## src/rtl/pmt_gate_sequencer.sv

```systemverilog
// rtl/pmt_gate_sequencer.sv - gate/bank sequencer for a double-buffered photon counter
// Optional macro PMT_GATE_CONTINUOUS_EN: num_windows=0 runs windows until abort or reset.
module pmt_gate_sequencer (
    input  logic        clock,
    input  logic        reset_n,
    input  logic        start,
    input  logic        abort,
    input  logic [15:0] window_len,
    input  logic [15:0] gap_len,
    input  logic [7:0]  num_windows,
    output logic        gate,
    output logic        bank_sel,
    output logic        busy,
    output logic        bank_ready,
    output logic        ready_bank,
    output logic        done
);

    typedef enum logic [1:0] {
        IDLE = 2'd0,
        GATE = 2'd1,
        GAP  = 2'd2
    } state_t;

    state_t      state, state_next;
    logic [15:0] phase, phase_next;
    logic [7:0]  wcnt, wcnt_next;
    logic [15:0] win_len_q, gap_q;
    logic [7:0]  num_win_q;
    logic        bank_next, ready_next, rbank_next, done_next;
    logic        latch;
    logic        start_ok;
    logic        last_win;
    logic        continuous;

`ifdef PMT_GATE_CONTINUOUS_EN
    assign start_ok   = start && (window_len != 16'd0);
    assign continuous = (num_win_q == 8'd0);
`else
    assign start_ok   = start && (window_len != 16'd0) && (num_windows != 8'd0);
    assign continuous = 1'b0;
`endif

    assign last_win = !continuous && (wcnt == num_win_q - 8'd1);
    assign gate     = (state == GATE);
    assign busy     = (state != IDLE);

    always_comb begin
        state_next = state;
        phase_next = phase;
        wcnt_next  = wcnt;
        bank_next  = bank_sel;
        ready_next = 1'b0;
        rbank_next = ready_bank;
        done_next  = 1'b0;
        latch      = 1'b0;
        if (abort) begin
            state_next = IDLE;
            phase_next = 16'd0;
            wcnt_next  = 8'd0;
        end else begin
            case (state)
                IDLE: begin
                    if (start_ok) begin
                        latch      = 1'b1;
                        state_next = GATE;
                        phase_next = 16'd0;
                        wcnt_next  = 8'd0;
                    end
                end
                GATE: begin
                    if (phase == win_len_q - 16'd1) begin
                        // Closing the window: flip banks and flag the closed one as final.
                        bank_next  = ~bank_sel;
                        ready_next = 1'b1;
                        rbank_next = bank_sel;
                        phase_next = 16'd0;
                        if (last_win) begin
                            state_next = IDLE;
                            done_next  = 1'b1;
                            wcnt_next  = 8'd0;
                        end else begin
                            state_next = GAP;
                            wcnt_next  = continuous ? wcnt : wcnt + 8'd1;
                        end
                    end else begin
                        phase_next = phase + 16'd1;
                    end
                end
                GAP: begin
                    if (phase == gap_q - 16'd1) begin
                        state_next = GATE;
                        phase_next = 16'd0;
                    end else begin
                        phase_next = phase + 16'd1;
                    end
                end
                default: begin
                    state_next = IDLE;
                    phase_next = 16'd0;
                    wcnt_next  = 8'd0;
                end
            endcase
        end
    end

    always_ff @(posedge clock or negedge reset_n) begin
        if (!reset_n) begin
            state      <= IDLE;
            phase      <= 16'd0;
            wcnt       <= 8'd0;
            win_len_q  <= 16'd0;
            gap_q      <= 16'd0;
            num_win_q  <= 8'd0;
            bank_sel   <= 1'b1;
            bank_ready <= 1'b0;
            ready_bank <= 1'b0;
            done       <= 1'b0;
        end else begin
            state      <= state_next;
            phase      <= phase_next;
            wcnt       <= wcnt_next;
            bank_sel   <= bank_next;
            bank_ready <= ready_next;
            ready_bank <= rbank_next;
            done       <= done_next;
            if (latch) begin
                win_len_q <= window_len;
                gap_q     <= (gap_len == 16'd0) ? 16'd1 : gap_len;
                num_win_q <= num_windows;
            end
        end
    end

endmodule
```

## config.mk

```make
export PLATFORM = sky130hd
export DESIGN_NAME = pmt_gate_sequencer
export DESIGN_NICKNAME = d
export VERILOG_FILES = /design/src/rtl/pmt_gate_sequencer.sv
export SDC_FILE = /design/constraint.sdc
export NUM_CORES = 1
export LEC_CHECK = 0
export CORE_MARGIN = 3
export CORE_UTILIZATION = 40
export CTS_CLUSTER_SIZE = 16
export DETAILED_ROUTE_END_ITERATION = 8
export GPL_ROUTABILITY_DRIVEN = 0
export PLACE_DENSITY = 0.67
export RECOVER_POWER = 50
export SLEW_MARGIN = 25
export SYNTH_ARGS = -nofsm -noshare
export SYNTH_HDL_FRONTEND = slang
export SYNTH_SLANG_ARGS = --single-unit
```

## constraint.sdc

```tcl
create_clock -name clock -period 4 [get_ports clock]
set_input_delay 0.8 -clock clock [delete_from_list [all_inputs] [get_ports clock]]
set_output_delay 0.8 -clock clock [all_outputs]
set_load 0.005 [all_outputs]
```

# Word level (Yosys, flattened, before mapping)
# Cells that the tools add are included.
[classes]
reduce_logical = 10
n_bitwise = 2
muxes = 27
n_eq_ne = 9
addsub = 5
[ops]
columns = ["operator", "count"]
rows = [
  ["two-way mux 16 bit", 5],
  ["one-hot mux 16 bit (3 select lines)", 1],
  ["equality test 16 bit", 2],
  ["two-way mux 8 bit", 4],
  ["subtractor 16 x 1 -> 16 bit, second input constant", 2],
  ["one-hot mux 8 bit (3 select lines)", 1],
  ["adder 16 x 1 -> 16 bit, second input constant", 1],
  ["logical NOT 16 bit", 1],
  ["nonzero test 16 bit", 1],
  ["two-way mux 1 bit", 10],
  ["two-way mux 2 bit", 5],
  ["AND reduction 3 bit", 3],
  ["adder 8 x 1 -> 8 bit, second input constant", 1],
  ["equality test 8 bit", 1],
  ["nonzero test 8 bit", 1],
  ["subtractor 8 x 1 -> 8 bit, second input constant", 1],
  ["inequality test 3 bit, second input constant", 2],
  ["one-hot mux 2 bit (3 select lines)", 1],
  ["inequality test 3 x 1 -> 1 bit, second input constant", 1],
  ["equality test 2 x 1 -> 1 bit, second input constant", 1],
  ["equality test 2 bit, second input constant", 1],
  ["logical AND 1 bit", 2],
  ["logical NOT 2 bit", 1],
  ["inequality test 2 bit, second input constant", 1],
  ["other kinds (2)", 3],
]
[word_totals]
wordCells = 63
reg_bits = 70

# Depth between registers and ports, before layout
# Gate-level depths: netlist of run 1.
[logic_depth]
depth_word = 6
depth_mapped = 13
ltp_nobuf = 11

# Least setup slack after synthesis of run 1
# OpenSTA, ideal clock, no wires.
[synth_timing]
path_kind = "register -> register"
start = "register gap_q[3]"
end = "register state[1]"
stages_incl_launch_ff = 12
required_time_ps = 3872
synth_period_minus_slack_ps = 3304
arrival_ps = 3176
setup_slack_ps = 696
path_buffers = 2
setup_ps = 128
cell_sequence = "dfrtp_1 -> buf_6 -> or4_4 -> buf_6 -> or4_4 -> or4b_1 -> o211ai_2 -> o221ai_2 -> o31ai_4 -> nand2_1 -> a21oi_2 -> mux2_1"
[synth_via]
elab_chain_cells = 4
[synth_rtl]
columns = ["element", "line", "text"]
rows = [
  ["from (decl)", "28", "logic [15:0] win_len_q, gap_q;"],
  ["from (signal assigned)", "129", "gap_q <= (gap_len == 16'd0) ? 16'd1 : gap_len;"],
  ["subtractor 16 x 1 -> 16 bit", "91", "if (phase == gap_q - 16'd1) begin"],
  ["equality test 16 bit", "91", ""],
  ["inequality test 3 bit (no source line)", "n/a", ""],
  ["AND reduction 3 bit (no source line)", "n/a", ""],
  ["to (signal assigned)", "120", "state <= state_next;"],
  ["to (decl)", "25", "state_t state, state_next;"],
]
# No other way between the ends.
# A chain may end at the register's enable or synchronous reset.

# Worst setup path after layout of run 1
[layout_timing]
start = "register win_len_q[2]"
end = "register phase[12]"
[layout_via]
elab_chain_cells = 5
[layout_rtl]
columns = ["element", "line", "text"]
rows = [
  ["from (decl)", "28", ""],
  ["from (signal assigned)", "128", "win_len_q <= window_len;"],
  ["subtractor 16 x 1 -> 16 bit", "72", "if (phase == win_len_q - 16'd1) begin"],
  ["equality test 16 bit", "72", ""],
  ["two-way mux 16 bit", "72", ""],
  ["one-hot mux 16 bit (3 select lines)", "62", "case (state)"],
  ["two-way mux 16 bit", "57", "if (abort) begin"],
  ["to (signal assigned)", "121", "phase <= phase_next;"],
  ["to (decl)", "26", "logic [15:0] phase, phase_next;"],
]
# No other way between the ends.

==> flow_summary.toml, run 1 <==
[cells_and_area]
area_growth_pct = 18.8
stdcell_area_um2 = 5430
diodes = 0
nets = 572
final_cells = 662
drive_above_1_share_pct = 13.2
fin_util_pct = 49.4

[placed_design]
hpwl_um = 8230
place_area_um2 = 5160
dp_worst_setup_slack_ns = 0.521
port-buffer-count = 49
dp_cells = 648

[timing]
clock-skew-final_ns = 0.00726
whs_ns = 0.501
final.min_clock_period_ns = 3.53
setup_viol = 0
slew_viol_final = 30
setup_tns_ns = 0
tightest_slew_ns = 1.65
fmax_ghz = 0.283
fin_crit_sh_pct = 88.4
slew-limit-headroom_pct = -9.96
hold_viol = 0
rsz0062_at_grt = "false"
setup_ws_ns = 0.465

[floorplanning]
start_util_pct = 41.6
num_rows = 38
pin_count = 50
die_h_um = 113
dieArea_um2 = 12700
die_w_um = 113
core_region_area_um2 = 11000

[yosys]
ys_seq_area_share_pct = 38.4
synth-async-reset-ratio_pct = 100
netlist_area_um2 = 4570
syn_nets = 531
synth-seq-cells = 70
yosys.cell_count.top_type = "dfrtp_1"
synthCells = 478
synth_top_area_share_pct = 37.8
ys_warn_count = 0
synth_top_cells_by_count = "69 x dfrtp_1, 40 x mux2_2, 33 x nand2_1"
yosys.area.top_type = "dfrtp_1"
synth_flop_cell = "dfrtp_1"
avgSynthCellArea_um2 = 9.56
ys_types = 70
synth.area.top_cells = "dfrtp_1 38%, mux2_2 9.9%, xnor2_1 4.8%"
synth-edff-count = 0

[run_status]
status = "finished, violations left"
violations = "max-capacitance violations, max-slew violations"

[cts]
clk_latency_ns = 0.33
cts_resized = 0
htree_num_levels = 3
cts_made_buffers = 9
cts_sinks = 70
cts_tree = "built"
cts-root-buf = "clkbuf_16"
clk_pin_slew_ns = 0.06
postCtsSetupBuffers = 0
holdBufCountCts = 0
clk_path_buf_depth = 2

[global_routing]
grt-ovfl-total = 0
grt_max_degree = 42
grt_pass1_vias = 3844
grt_usage_pct = 17.9
antenna_found_initial = 0
grt_pass1_wl_um = 18600

[critical_path]
cp-end-kind = "flop"
worstPathArrival_ns = 3.76
crit_path_top_delay_cell = "or4_1"
r2r_end = "phase[12]$_DFFE_PN0P_"
crit_path_start = "win_len_q[2]$_DFFE_PN0P_"
worstPathCellList = "or4_1 -> nor3_1 -> xor2_1 -> o221ai_1 -> mux2i_1 -> o41ai_2 -> a21oi_4 -> nand2b_1 -> o41ai_1"
cp_max_fo = 18
crit_type = "reg2reg"
slowest_delay_ns = 0.62
crit_path_end = "phase[12]$_DFFE_PN0P_"
r2r-start = "win_len_q[2]$_DFFE_PN0P_"
required_ns = 4.22
reg2regPathDepth = 9
cp-start-kind = "flop"
r2r_slack_ns = 0.47

[routing]
initialDrtViolationCount = 198
dr.max_layer_used = "met4"
dr.pass1.iters = 5
drc = 0
ant_nets = 0
wl_per_cell_um = 16.6
routed-wl-met3_um = 395
drt-total-wl_um = 11000
wl_met2_um = 5460
wl_met1_um = 4900
routed_via_density = 5.78
vias = 3827

[power_and_ir_drop]
p_switching_mw = 1.18
powerDensity_nw_per_um2 = 591
p_int_mw = 2.02
swShare_pct = 36.9
vdd_ir_drop_max_uv = 239
p_seq_share_pct = 38.6
p_total_mw = 3.21
clockPowerShare_pct = 23.7
p_comb_share_pct = 37.6
power_leakage_nw = 2.17

[min_path]
hold_path_startpoint = "wcnt[7]$_DFFE_PN0P_"
hold_path_class = "reg2reg"

[flow_run]
drv_cap = 1
[logic make-up after synthesis]
logic type | synth area share, %
compound gates | 14.0
simple gates | 21.1
buf+inv | 4.30
mux | 10.3
xor+xnor | 9.39
fa+ha+maj | 2.47
flops | 38.4
[how the worst min path moves through the flow]
stage / to / slack (ns) / cells after the start
2_1_floorplan: wcnt[7]$_DFFE_PN0P_ / 0.47 / 1
3_3_place_gp: ready_bank$_DFFE_PN0P_ / 0.49 / 1
3_5_place_dp: wcnt[7]$_DFFE_PN0P_ / 0.49 / 1
4_1_cts: wcnt[7]$_DFFE_PN0P_ / 0.50 / 1
5_1_grt: ready_bank$_DFFE_PN0P_ / 0.52 / 1
6_report: wcnt[7]$_DFFE_PN0P_ / 0.50 / 1
[power groups by stage]
stage / logic (mW) / registers (mW) / clock network, mW
after detailed placement: 1.20 / 1.24 / 0
after floorplan: 1.01 / 1.12 / 0
after CTS: 1.21 / 1.23 / 0.771
final: 1.21 / 1.24 / 0.761
after global routing: 1.36 / 1.28 / 0.801
after global placement: 1.16 / 1.23 / 0
[critical path: cells and delay by family (launching register included)]
| kind | cells | cell delay (ns) |
|---|---|---|
| flops | 1 | 0.44 |
| simple gates | 3 | 1.41 |
| mux | 1 | 0.23 |
| compound gates | 4 | 1.14 |
| xor+xnor | 1 | 0.19 |
[cell type report]
class | instances | area [um2]
repair buffers | 54 | 514
inverters | 22 | 82.6
fillers | 998 | 5560
clock inverters | 2 | 35.0
clock buffers | 12 | 236
multi-input cells | 362 | 2630
well taps | 140 | 175
flip-flops and latches | 70 | 1750
[cell usage in the layout (no fill, tap or decap), types with 4 or more instances in the layout]
cell              n
nand2_1          33
ha_1              9
nor4_1           18
mux2_2           40
or4_1             5
xnor2_1          25
o31ai_1          10
clkbuf_1          6
nand2b_1          8
and3_1           14
o211ai_1          5
inv_1            22
clkbuf_16         9
nor3_1           23
nand3_1          20
nor2b_1           4
a31oi_1           5
clkdlybuf4s50_1  45
o21ai_0          18
xor2_1           24
a21oi_1          10
dfrtp_1          69
nand3b_1          4
nor2_1           18
nand4_1           6
or3_1             4
[registers in the layout, summed over array words and instances (netlist names)]
signal      count
bank_ready      1
phase          16
ready_bank      1
win_len_q      16
gap_q          16
bank_sel        1
wcnt            8
done            1
num_win_q       8
state           2
[metal layers]
metal  vias up  GRT usage [%]
met5         -              0
met4         0           7.61
met3        22           2.25
met2        92           30.1
met1      1862           23.3
li1       1851              -
No activity file was read; power rests on OpenSTA's default activity.
==> run 2, diff against run 1 <==
Settings changed: CTS_CLUSTER_SIZE 16 to 40, SETUP_SLACK_MARGIN set to 0.02.
==> results of run 2 <==
Same layout as run 1: the final DEF is identical, and so are final timing and power.
